## config.mk

```make
export PLATFORM = sky130hd
export DESIGN_NAME = team_turn_ctrl
export DESIGN_NICKNAME = d
export VERILOG_FILES = /design/src/rtl/team_turn_ctrl_pkg.sv /design/src/rtl/team_turn_ctrl_hold_timer.sv /design/src/rtl/team_turn_ctrl.sv
export SDC_FILE = /design/constraint.sdc
export NUM_CORES = 1
export LEC_CHECK = 0
export CAP_MARGIN = 20
export CORE_ASPECT_RATIO = 1.4
export CORE_MARGIN = 2
export CORE_UTILIZATION = 39
export DETAILED_ROUTE_END_ITERATION = 10
export GPL_ROUTABILITY_DRIVEN = 0
export SLEW_MARGIN = 20
export SYNTH_ARGS = -nofsm -noshare
export SYNTH_HDL_FRONTEND = slang
export SYNTH_SLANG_ARGS = --single-unit
```

## constraint.sdc

```tcl
create_clock -name clk -period 5.2 [get_ports clk]
set_input_delay 0.78 -clock clk [delete_from_list [all_inputs] [get_ports clk]]
set_output_delay 0.78 -clock clk [all_outputs]
set_load 0.01 [all_outputs]
```

## src/rtl/team_turn_ctrl_pkg.sv

```systemverilog
// Shared codes for the two-team turn scheduler: display status, team and winner
// encodings, plus the controller state enum.
package turn_pkg;

    localparam logic [1:0] ST_IDLE = 2'b00;
    localparam logic [1:0] ST_PLAY = 2'b01;
    localparam logic [1:0] ST_TURN = 2'b10;
    localparam logic [1:0] ST_END  = 2'b11;

    localparam logic [1:0] TEAM_NONE = 2'b00;
    localparam logic [1:0] TEAM1     = 2'b01;
    localparam logic [1:0] TEAM2     = 2'b10;

    localparam logic [1:0] WIN_NONE  = 2'b00;
    localparam logic [1:0] WIN_TEAM1 = 2'b01;
    localparam logic [1:0] WIN_TEAM2 = 2'b10;
    localparam logic [1:0] WIN_TIE   = 2'b11;

    typedef enum logic [2:0] {
        S_IDLE,
        S_PLAY,
        S_COMMIT,
        S_HOLD,
        S_DONE
    } fsm_state_t;

    // COMMIT still shows PLAY so the VGA path only switches once the total is final.
    function automatic logic [1:0] status_of(input fsm_state_t s);
        case (s)
            S_PLAY, S_COMMIT: status_of = ST_PLAY;
            S_HOLD:           status_of = ST_TURN;
            S_DONE:           status_of = ST_END;
            default:          status_of = ST_IDLE;
        endcase
    endfunction

endpackage

```

## src/rtl/team_turn_ctrl_hold_timer.sv

```systemverilog
// Loadable down-counter; stops at zero and flags done while it sits there.
// Sized by the caller so it can be reused for apple/mine respawn delays.
module hold_timer #(
    parameter int W = 8
) (
    input  logic         clk,
    input  logic         rst,
    input  logic         load,
    input  logic [W-1:0] load_value,
    output logic [W-1:0] value,
    output logic         done
);

    always_ff @(posedge clk or posedge rst) begin
        if (rst) begin
            value <= '0;
        end else if (load) begin
            value <= load_value;
        end else if (value != '0) begin
            value <= value - 1'b1;
        end
    end

    assign done = (value == '0);

endmodule

```

## src/rtl/team_turn_ctrl.sv

```systemverilog
// Two-team turn scheduler for the snake game: alternates turns, accumulates
// saturating team totals and drives the status/score bus to the VGA path.
//
// state  | meaning
// IDLE   | waiting for start after reset
// PLAY   | a team is playing its turn
// COMMIT | one cycle: add the latched turn score to the team total
// HOLD   | turn-over screen, HOLD_CYCLES long
// DONE   | match over, winner shown, start begins a new match
module team_turn_ctrl
    import turn_pkg::*;
#(
    parameter int ROUNDS      = 3,
    parameter int HOLD_CYCLES = 100_000_000,
    parameter int SCORE_W     = 8
) (
    input  logic               clk,
    input  logic               rst,
    input  logic               start,
    input  logic               snake_dead,
    input  logic [SCORE_W-1:0] score,
    output logic               round_reset,
    output logic [1:0]         game_status,
    output logic [1:0]         current_team,
    output logic [3:0]         round_idx,
    output logic [SCORE_W-1:0] team1_score,
    output logic [SCORE_W-1:0] team2_score,
    output logic               game_complete,
    output logic [1:0]         winner
);

    localparam int              HOLD_W     = $clog2(HOLD_CYCLES);
    localparam logic [HOLD_W-1:0] HOLD_LOAD = HOLD_W'(HOLD_CYCLES - 1);
    localparam logic [3:0]      LAST_ROUND = 4'(ROUNDS - 1);

    fsm_state_t         state, state_next;
    logic [SCORE_W-1:0] latched_q, latched_next;
    logic [SCORE_W-1:0] team1_next, team2_next;
    logic [1:0]         team_next;
    logic [3:0]         round_next;
    logic               round_reset_next;
    logic [1:0]         winner_next;
    logic               timer_load;
    logic               timer_done;
    logic [HOLD_W-1:0]  hold_count_unused;

    function automatic logic [SCORE_W-1:0] sat_add(input logic [SCORE_W-1:0] a,
                                                   input logic [SCORE_W-1:0] b);
        logic [SCORE_W:0] sum;
        sum = {1'b0, a} + {1'b0, b};
        return sum[SCORE_W] ? '1 : sum[SCORE_W-1:0];
    endfunction

    hold_timer #(.W(HOLD_W)) u_hold_timer (
        .clk        (clk),
        .rst        (rst),
        .load       (timer_load),
        .load_value (HOLD_LOAD),
        .value      (hold_count_unused),
        .done       (timer_done)
    );

    always_comb begin
        state_next       = state;
        latched_next     = latched_q;
        team1_next       = team1_score;
        team2_next       = team2_score;
        team_next        = current_team;
        round_next       = round_idx;
        round_reset_next = 1'b0;
        timer_load       = 1'b0;

        case (state)
            S_IDLE, S_DONE: begin
                if (start) begin
                    team1_next       = '0;
                    team2_next       = '0;
                    round_next       = '0;
                    team_next        = TEAM1;
                    round_reset_next = 1'b1;
                    state_next       = S_PLAY;
                end
            end
            S_PLAY: begin
                if (snake_dead) begin
                    latched_next = score;
                    state_next   = S_COMMIT;
                end
            end
            S_COMMIT: begin
                if (current_team == TEAM1) begin
                    team1_next = sat_add(team1_score, latched_q);
                end else begin
                    team2_next = sat_add(team2_score, latched_q);
                end
                timer_load = 1'b1;
                state_next = S_HOLD;
            end
            S_HOLD: begin
                if (timer_done) begin
                    if (current_team == TEAM1) begin
                        team_next        = TEAM2;
                        round_reset_next = 1'b1;
                        state_next       = S_PLAY;
                    end else if (round_idx == LAST_ROUND) begin
                        state_next = S_DONE;
                    end else begin
                        team_next        = TEAM1;
                        round_next       = round_idx + 4'd1;
                        round_reset_next = 1'b1;
                        state_next       = S_PLAY;
                    end
                end
            end
            default: state_next = S_IDLE;
        endcase

        // Winner is registered alongside the DONE entry; totals are frozen there.
        winner_next = WIN_NONE;
        if (state_next == S_DONE) begin
            if (team1_next > team2_next)      winner_next = WIN_TEAM1;
            else if (team2_next > team1_next) winner_next = WIN_TEAM2;
            else                              winner_next = WIN_TIE;
        end
    end

    always_ff @(posedge clk or posedge rst) begin
        if (rst) begin
            state         <= S_IDLE;
            latched_q     <= '0;
            team1_score   <= '0;
            team2_score   <= '0;
            current_team  <= TEAM_NONE;
            round_idx     <= '0;
            round_reset   <= 1'b0;
            game_status   <= ST_IDLE;
            game_complete <= 1'b0;
            winner        <= WIN_NONE;
        end else begin
            state         <= state_next;
            latched_q     <= latched_next;
            team1_score   <= team1_next;
            team2_score   <= team2_next;
            current_team  <= team_next;
            round_idx     <= round_next;
            round_reset   <= round_reset_next;
            game_status   <= status_of(state_next);
            game_complete <= (state_next == S_DONE);
            winner        <= winner_next;
        end
    end

endmodule

```

==> results.toml, run 1 <==
[floorplan]
ios = 40
die-area_um2 = 11300
fp.coreArea_um2 = 10200
die_x_um = 90.2
initial_utilization_pct = 39.7
die_h_um = 125
rows = 44

[worst_setup_path]
crit_slowest_cell = "or3b_1"
startpoint = "state[1]$_DFF_PP0_"
critical_path.most_common_cell = "o21ai_0"
r2r_slack_ps = 1530
path_class = "reg2reg"
reg2reg_depth = 9
crit_required_ps = 5480
end_kind = "register"
crit_arrival_ps = 3950
crit_path_start_kind = "register"
critPathMaxStageDelay_ps = 780
worstPathCellList = "or3b_1, nor2_1, a22oi_1, o21ai_0, ha_1, o21ai_0, o21ai_0, a221oi_1, o21a_1"
reg2reg_to = "winner[0]$_DFF_PP0_"
critPathMaxFanout = 24
r2r-start = "state[1]$_DFF_PP0_"

[detailed_routing]
drt_wl_total_um = 9740
drc = 0
routed-via-count = 3292
vias_per_cell = 5.54
drtIter0Drc = 117
final_antenna_net_count = 0
wl_per_cell_um = 16.4
firstDrtPassIters = 4

[timing]
finalCritPeriodShare_pct = 70.6
rsz0062_at_grt = "false"
setup_viol = 0
maxSlewViolCount = 0
tightest_slew_ps = 864
whs_ps = 532
final_hold_viol_count = 0
period_needed_ps = 3670
finClkSkew_ps = 6.44
finalSetupTns_ps = 0
slew_headroom_pct = 42.4
clock.fmax_mhz = 273

[power_and_ir_drop]
power.density_nw_per_um2 = 649
power_w = 0.00316
p_leak_nw = 1.97
ir_drop_v = 0.000196

[synthesis]
synth-xor-area-share_pct = 4.53
syn_nets = 456
synthMuxAreaShare_pct = 2.71
synth_ff_type = "dfrtp_1"
yosysUniqueCellTypes = 70
ys_ff_latch = 66
synth_cells = 415
ys_warn_count = 0
synthAdderAreaFrac_pct = 9.31
syn_area_per_cell_um2 = 9.78
netlist_area_um2 = 4060
synth_top_family_by_area = "simple AND/OR/NAND/NOR gates"
synth-simple-area-share_pct = 21.9
synthArstFlopShare_pct = 100
synth_compound_area_share_pct = 18.1
synth_edf_count = 0
yosysSeqAreaShare_pct = 40.7

[final_layout]
drive_above_1_share_pct = 12.1
final_common_cell = "dfrtp_1"
nNetsFinal = 492
finalInstanceArea_um2 = 4870
syn_to_final_growth_pct = 19.8
most-common-layout-cells = "66 x dfrtp_1, 41 x nand2_1, 39 x clkdlybuf4s50_1"
antenna_cells = 0
layoutNonFillerInstCount = 594

[global_route]
grt.met2_usage_pct = 32.8
grt_usage_pct = 18.1
met3_usage_pct = 3.75
grt_start_max_net_pins = 36
gr-max-usage-layer = "met2"
use_met1_pct = 20.7
antenna_found_initial = 0
grt_pass1_vias = 3364
grt_pass1_wl_um = 16300
grt_overflow = 0

[clocking]
htree_num_levels = 3
cts-root-buf = "clkbuf_16"
cts_tree = "done"
cts_buffers = 9
clk_pin_slew_ps = 60
clk_path_buf_depth = 2
postCtsHoldBufs = 0
post-cts-setup-buffer-count = 0
cts.repair.resized = 0
clock-sinks = 66
clock_latency_ps = 340

[min_path]
holdCritStartpoint = "u_hold_timer.value[16]$_DFFE_PP0P_"
holdPathEnd = "u_hold_timer.value[16]$_DFFE_PP0P_"
hold_depth = 2
worstHoldPathType = "reg2reg"

[job]
maxCapViolCount = 0

[place]
dpl-instance-area_um2 = 4570
dp_cells = 578
port_buffers = 39
dp_hpwl_um = 7070

[status]
status = "finished clean"
==> how the worst max path moves through the flow <==
stage	slack, ps	endpoint
floorplan	1990	winner[0]$_DFF_PP0_
global placement	1630	winner[0]$_DFF_PP0_
detailed placement	1590	winner[0]$_DFF_PP0_
CTS	1530	winner[0]$_DFF_PP0_
global route	1140	winner[0]$_DFF_PP0_
finish	1530	winner[0]$_DFF_PP0_
==> cell families (layout without fill, tap and decap cells) <==
family                   after synthesis  in the layout
AND/OR/NAND/NOR                      160            160
multiplexers                          10             10
buffers and inverters                 26             67
flip-flops                            66             66
XOR/XNOR                              21             21
adder cells (fa/ha/maj)               29             29
AO/OA/AOI/OAI                        103            103
==> power breakdown <==
| part | switching, W | total [W] | internal, W |
|---|---|---|---|
| clock network | 0.000223 | 0.000583 | 0.000360 |
| registers | 0.000250 | 0.000969 | 0.000719 |
| logic | 0.000834 | 0.00161 | 0.000772 |
| total | 0.00131 | 0.00316 | 0.00185 |
==> per-layer routing <==
metal  part of all wire, %  wire [um]
met1                    42       4100
met2                    53       5140
met3                   3.6        350
met4                   1.5        150
met5                     0          0
==> critical path, delay by kind of cell, from the launching register on <==
kind	cells	cell delay, ps
compound gates	6	1840
simple gates	2	920
flops	1	480
fa+ha+maj	1	360
==> cell usage after synthesis, types with 4 or more instances <==
cell type  count  share of area [%]
mux2_2         8                2.2
ha_1          27                8.3
or4_1          5               0.92
dfrtp_1       66                 41
or3_1          8                1.2
inv_1          9               0.83
xor2_1         8                1.7
a21oi_1       19                2.3
xnor2_1       13                2.8
nand2_1       41                3.8
o31ai_1        6                1.1
nand2b_1       5               0.77
nand4_1        8                1.2
nor2b_1        4               0.62
nor2_1        31                2.9
a21o_1         4               0.74
nand3_1       14                1.7
nor3_1        13                1.6
o21ai_0       27                3.3
o221a_2        8                2.2
clkbuf_1      12                1.1
o21a_1         6                1.1
==> state kept, by name (all words and copies together), names as in the netlist, 2 cells and up <==
signal,cells
current_team,2
game_status,2
latched_q,8
round_idx,4
state,3
team1_score,8
team2_score,8
u_hold_timer.value,27
winner,2
==> through the flow <==
step | setup WS [ps] | util (%)
after global routing | 1140 | 47.5
after floorplan | 1990 | -
after global placement | 1630 | 44.7
final | 1530 | 47.5
after detailed placement | 1590 | 44.7
after CTS | 1530 | 47.5
==> cell type report <==
cell class	count	area, um^2
well taps	138	173
clock inverters	4	25.0
inverters	9	33.8
multi-input cells	323	2300
flip-flops and latches	66	1650
repair buffers	42	413
fillers	992	5370
clock buffers	12	267
(Power assumes the default switching activity.)
==> inputs of run 2 (changes only) <==
- clock period: 5.2 -> 3.75 ns (I/O delays scaled with it)
==> run 2 against run 1 <==
  * Clock skew is 1.6 ps higher
  * Count of clock-buffer cells in the layout is 2 lower
  * Worst setup slack worse by 1200 ps
  * Sequential cell count stayed put
  * Global-route usage is 0.091 points lower
  * Sequential share of layout area is 0.54 points lower
  * Largest power group unchanged
==> results.toml, run 2 (synthesized netlist as in run 1, its figures left out) <==
[clocking]
clk_path_buf_depth = 2
cts_tree = "done"
clock-sinks = 66
cts.repair.resized = 0
cts_buffers = 9
clock_latency_ps = 340
postCtsHoldBufs = 0
cts-root-buf = "clkbuf_16"
clk_pin_slew_ps = 60
post-cts-setup-buffer-count = 0
htree_num_levels = 3

[detailed_routing]
drt_wl_total_um = 9550
drc = 0
final_antenna_net_count = 0
wl_per_cell_um = 16.0
vias_per_cell = 5.52
firstDrtPassIters = 4
drtIter0Drc = 83
routed-via-count = 3292

[min_path]
hold_depth = 2
worstHoldPathType = "reg2reg"
holdPathEnd = "u_hold_timer.value[16]$_DFFE_PP0P_"
holdCritStartpoint = "u_hold_timer.value[16]$_DFFE_PP0P_"

[floorplan]
die_h_um = 125
rows = 44
ios = 40
die_x_um = 90.2
fp.coreArea_um2 = 10200
initial_utilization_pct = 39.7
die-area_um2 = 11300

[timing]
tightest_slew_ps = 841
finalCritPeriodShare_pct = 92.5
maxSlewViolCount = 0
slew_headroom_pct = 43.9
finalSetupTns_ps = 0
clock.fmax_mhz = 288
setup_viol = 0
rsz0062_at_grt = "false"
period_needed_ps = 3470
finClkSkew_ps = 8.03
final_hold_viol_count = 0

[global_route]
antenna_found_initial = 0
grt_pass1_wl_um = 16200
grt_start_max_net_pins = 67
grt_usage_pct = 18.0
grt_overflow = 0
grt_pass1_vias = 3371

[worst_setup_path]
r2r_slack_ps = 280
crit_arrival_ps = 3740
critPathBufInv = 0
critPathMaxStageDelay_ps = 460
worstPathCellList = "ha_1, fa_1, a211oi_1, o21ai_0, a311o_1, a2bb2oi_1, ha_1, nor2b_1, nor3_1, o21ai_0, a221oi_2, o21a_1"
critPathMaxFanout = 9
crit_required_ps = 4020
reg2reg_to = "winner[0]$_DFF_PP0_"
crit_family = "compound AO/OA/AOI/OAI gates"
crit_path_start_kind = "register"
r2r-start = "team2_score[0]$_DFF_PP0_"
reg2reg_depth = 12
end_kind = "register"
path_class = "reg2reg"
crit_slowest_cell = "a311o_1"

[power_and_ir_drop]
pwr-share-seq_pct = 29.5
switching_share_pct = 39.8
power.net_switching_w = 0.00181
ir_drop_v = 0.000348
p_clk_share_pct = 21.3
internal-power_w = 0.00275
combPwrFrac_pct = 49.2
p_leak_nw = 2.01
power.density_nw_per_um2 = 922

[final_layout]
syn_to_final_growth_pct = 21.8
num-fill-cells = 968
drive_above_1_share_pct = 12.7
most-common-layout-cells = "66 x dfrtp_1, 41 x nand2_1, 39 x clkdlybuf4s50_1"
largest_reg_flops = 27
finalInstanceArea_um2 = 4940
antenna_cells = 0
nNetsFinal = 495
regMostFlops = "u_hold_timer.value"
final_common_cell = "dfrtp_1"

[place]
dp_hpwl_um = 7150
dpl-instance-area_um2 = 4600
port_buffers = 39

[job]
maxCapViolCount = 0

[status]
status = "finished clean"
==> run 2: stage by stage <==
stage	setup WS (ps)	std cells	utilization, %	power, W	hold WS, ps
2_1_floorplan	539	415	-	0.00286	487
3_3_place_gp	330	581	44.9	0.00355	514
3_5_place_dp	219	581	44.9	0.00358	513
4_1_cts	207	596	48.2	0.00458	524
5_1_grt	33.5	596	48.3	0.00493	583
6_report	282	596	48.3	0.00456	524
==> run 2: metal layers <==
metal  GRT usage (%)  vias to the layer above  wire length [um]
li1                -                     1625                 -
met5               0                        -                 0
met4            6.61                        0               204
met2            31.9                       41              5010
met3            3.63                       17               251
met1            21.3                     1609              4080
==> run 2: power by group through the flow <==
stage | Combinational, W | Sequential (W) | Clock, W
5_1_grt | 0.00251 | 0.00140 | 0.00102
4_1_cts | 0.00224 | 0.00135 | 0.000989
2_1_floorplan | 0.00155 | 0.00130 | 0
6_report | 0.00224 | 0.00134 | 0.000970
3_5_place_dp | 0.00223 | 0.00136 | 0
3_3_place_gp | 0.00220 | 0.00134 | 0
==> run 2: final cells by class <==
type	count	area (um^2)	area share (%)
tap	138	173	3.49
clock buffer	10	239	4.83
timing repair buffer	45	435	8.81
multi-input combinational	323	2310	46.7
clock inverter	5	103	2.07
inverter	9	33.8	0.683
sequential	66	1650	33.4
==> run 2: worst max path at each step <==
stage / slack, ps / cells after the start / endpoint / startpoint
finish: 280 / 12 / winner[0]$_DFF_PP0_ / team2_score[0]$_DFF_PP0_
global route: 30 / 12 / winner[0]$_DFF_PP0_ / team1_score[0]$_DFF_PP0_
CTS: 210 / 12 / winner[0]$_DFF_PP0_ / team2_score[0]$_DFF_PP0_
detailed placement: 220 / 12 / winner[0]$_DFF_PP0_ / team2_score[0]$_DFF_PP0_
global placement: 330 / 12 / winner[0]$_DFF_PP0_ / latched_q[0]$_DFFE_PP0P_
floorplan: 540 / 12 / winner[0]$_DFF_PP0_ / team2_score[0]$_DFF_PP0_
==> run 2: worst min-delay path: cells and delay by family, from the launching register on <==
kind,cells,cell delay (ps)
DFF,1,350
xor gates and xnor gates,1,70
and+or+nand+nor,1,60
==> inputs of run 3 (changes only) <==
- CELL_PAD_IN_SITES_DETAIL_PLACEMENT: not set -> 1
- CELL_PAD_IN_SITES_GLOBAL_PLACEMENT: not set -> 2
- CORE_MARGIN: 2 -> 1
- CORE_UTILIZATION: 39 -> 37
- PLACE_DENSITY_LB_ADDON: not set -> 0.1
==> run 3 against run 2 <==
  * Final area is 1.6% lower
  * Sequential power barely moved
  * Non-clock buffer count unchanged
  * Count of clock-buffer cells in the layout rose by 3
  * Clock skew decreased by 2.0 ps
  * Total power down 3.8%
  * Combinational power about the same
  * Critical path type unchanged
==> results.toml, run 3 (synthesized netlist as in run 1, its figures left out) <==
[status]
status = "finished clean"

[floorplan]
rows = 44
fp.coreArea_um2 = 10500
die_h_um = 126
ios = 40
die-area_um2 = 11400
die_x_um = 90.5
initial_utilization_pct = 38.6

[detailed_routing]
drc = 0
drt_wl_total_um = 11300
final_antenna_net_count = 0
vias_per_cell = 5.66
drtIter0Drc = 94
routed-via-count = 3378
firstDrtPassIters = 4
wl_per_cell_um = 18.9

[clocking]
clk_path_buf_depth = 2
cts_tree = "done"
htree_num_levels = 3
post-cts-setup-buffer-count = 0
cts.repair.resized = 0
postCtsHoldBufs = 0
clock_latency_ps = 330
cts-root-buf = "clkbuf_16"
clk_pin_slew_ps = 50
clock-sinks = 66
cts_buffers = 9

[timing]
period_needed_ps = 3470
setup_viol = 0
rsz0062_at_grt = "false"
tightest_slew_ps = 780
final_hold_viol_count = 0
finalCritPeriodShare_pct = 92.4
clock.fmax_mhz = 289
slew_headroom_pct = 47.2
maxSlewViolCount = 0
worst_slack_ps = 285
finClkSkew_ps = 6.08
finalSetupTns_ps = 0

[worst_setup_path]
end_kind = "register"
r2r_slack_ps = 280
crit_path_end = "winner[0]$_DFF_PP0_"
critPathMaxStageDelay_ps = 450
startpoint = "team2_score[0]$_DFF_PP0_"
critPathMaxFanout = 9
crit_slowest_cell = "a311o_1"
reg2reg_to = "winner[0]$_DFF_PP0_"
r2r-start = "team2_score[0]$_DFF_PP0_"
crit_arrival_ps = 3740
worstPathCellList = "ha_1, fa_1, a211oi_1, o21ai_0, a311o_1, o221a_2, ha_1, o21ai_0, a21oi_1, a221oi_1, o21a_1"
reg2reg_depth = 11
crit_path_start_kind = "register"
path_class = "reg2reg"
crit_required_ps = 4020

[place]
dp_hpwl_um = 8630
dpl-instance-area_um2 = 4600
dp_cells = 581
dp_slack_ps = 238
port_buffers = 39

[final_layout]
final_common_cell = "dfrtp_1"
most-common-layout-cells = "66 x dfrtp_1, 41 x nand2_1, 39 x clkdlybuf4s50_1"
regMostFlops = "u_hold_timer.value"
drive_above_1_share_pct = 12.2
num-fill-cells = 1217
largest_reg_flops = 27
multiInputGateArea_um2 = 2310
nNetsFinal = 495
syn_to_final_growth_pct = 19.9
layoutNonFillerInstCount = 597
antenna_cells = 0
seq_area_um2 = 1650
finalInstanceArea_um2 = 4870

[global_route]
grt_overflow = 0
grt_pass1_wl_um = 18800
antenna_found_initial = 0
grt_pass1_vias = 3579
grt_usage_pct = 21.4
grt_start_max_net_pins = 37

[power_and_ir_drop]
ir_drop_v = 0.000300
p_leak_nw = 1.98
power_w = 0.00439
power.density_nw_per_um2 = 902

[job]
maxCapViolCount = 0

[min_path]
worstHoldPathType = "in2async"
[run 3: cell count changes in the layout (fill, tap and decap cells not counted)]
| cell | change |
|---|---|
| a221oi_1 | +1 |
| clkinv_2 | +2 |
| a22oi_1 | -1 |
| a22oi_2 | +1 |
| a221oi_2 | -1 |
| bufinv_16 | -3 |
| clkbuf_1 | +3 |
| clkinvlp_4 | -1 |
[run 3: worst min path at each step]
| stage | startpoint | to | slack, ps | depth (start not counted) |
|---|---|---|---|---|
| global placement | u_hold_timer.value[16]$_DFFE_PP0P_ | u_hold_timer.value[16]$_DFFE_PP0P_ | 500 | 2 |
| detailed placement | u_hold_timer.value[16]$_DFFE_PP0P_ | u_hold_timer.value[16]$_DFFE_PP0P_ | 510 | 2 |
| global route | rst | latched_q[7]$_DFFE_PP0P_ | 430 | 2 |
| CTS | rst | latched_q[6]$_DFFE_PP0P_ | 420 | 2 |
| finish | rst | latched_q[6]$_DFFE_PP0P_ | 430 | 2 |
| floorplan | u_hold_timer.value[26]$_DFFE_PP0P_ | u_hold_timer.value[26]$_DFFE_PP0P_ | 490 | 2 |
[run 3: metal layers]
layer	wire (um)	GRT usage [%]	up-vias
li1	-	-	1625
met5	0	0	-
met4	203	8.35	0
met1	4440	22.8	1709
met3	181	3.26	11
met2	6440	41.7	33
[run 3: per-stage QoR]
step / utilization, % / hold WS, ps
6_report: 46.3 / 427
5_1_grt: 46.3 / 427
4_1_cts: 46.2 / 420
3_5_place_dp: 43.7 / 513
3_3_place_gp: 43.7 / 505
2_1_floorplan: - / 487
[run 3: power breakdown]
group | internal, W | leakage (nW) | switching (W)
sequential | 0.000997 | 0.766 | 0.000369
combinational | 0.00107 | 1.08 | 0.00118
clock | 0.000462 | 0.133 | 0.000305
[run 3: area by class of cell]
cell class | instances | share of cell area (%)
inverter | 9 | 0.694
clock buffer | 13 | 5.14
sequential | 66 | 33.9
timing repair buffer | 45 | 8.95
clock inverter | 3 | 0.308
tap | 138 | 3.55
multi-input combinational | 323 | 47.4
[run 3: worst max-delay path, delay by kind of cell (launching register included)]
| kind | cells | cell delay (ps) |
|---|---|---|
| fa+ha+maj | 3 | 960 |
| flops | 1 | 400 |
| compound gates | 8 | 2050 |
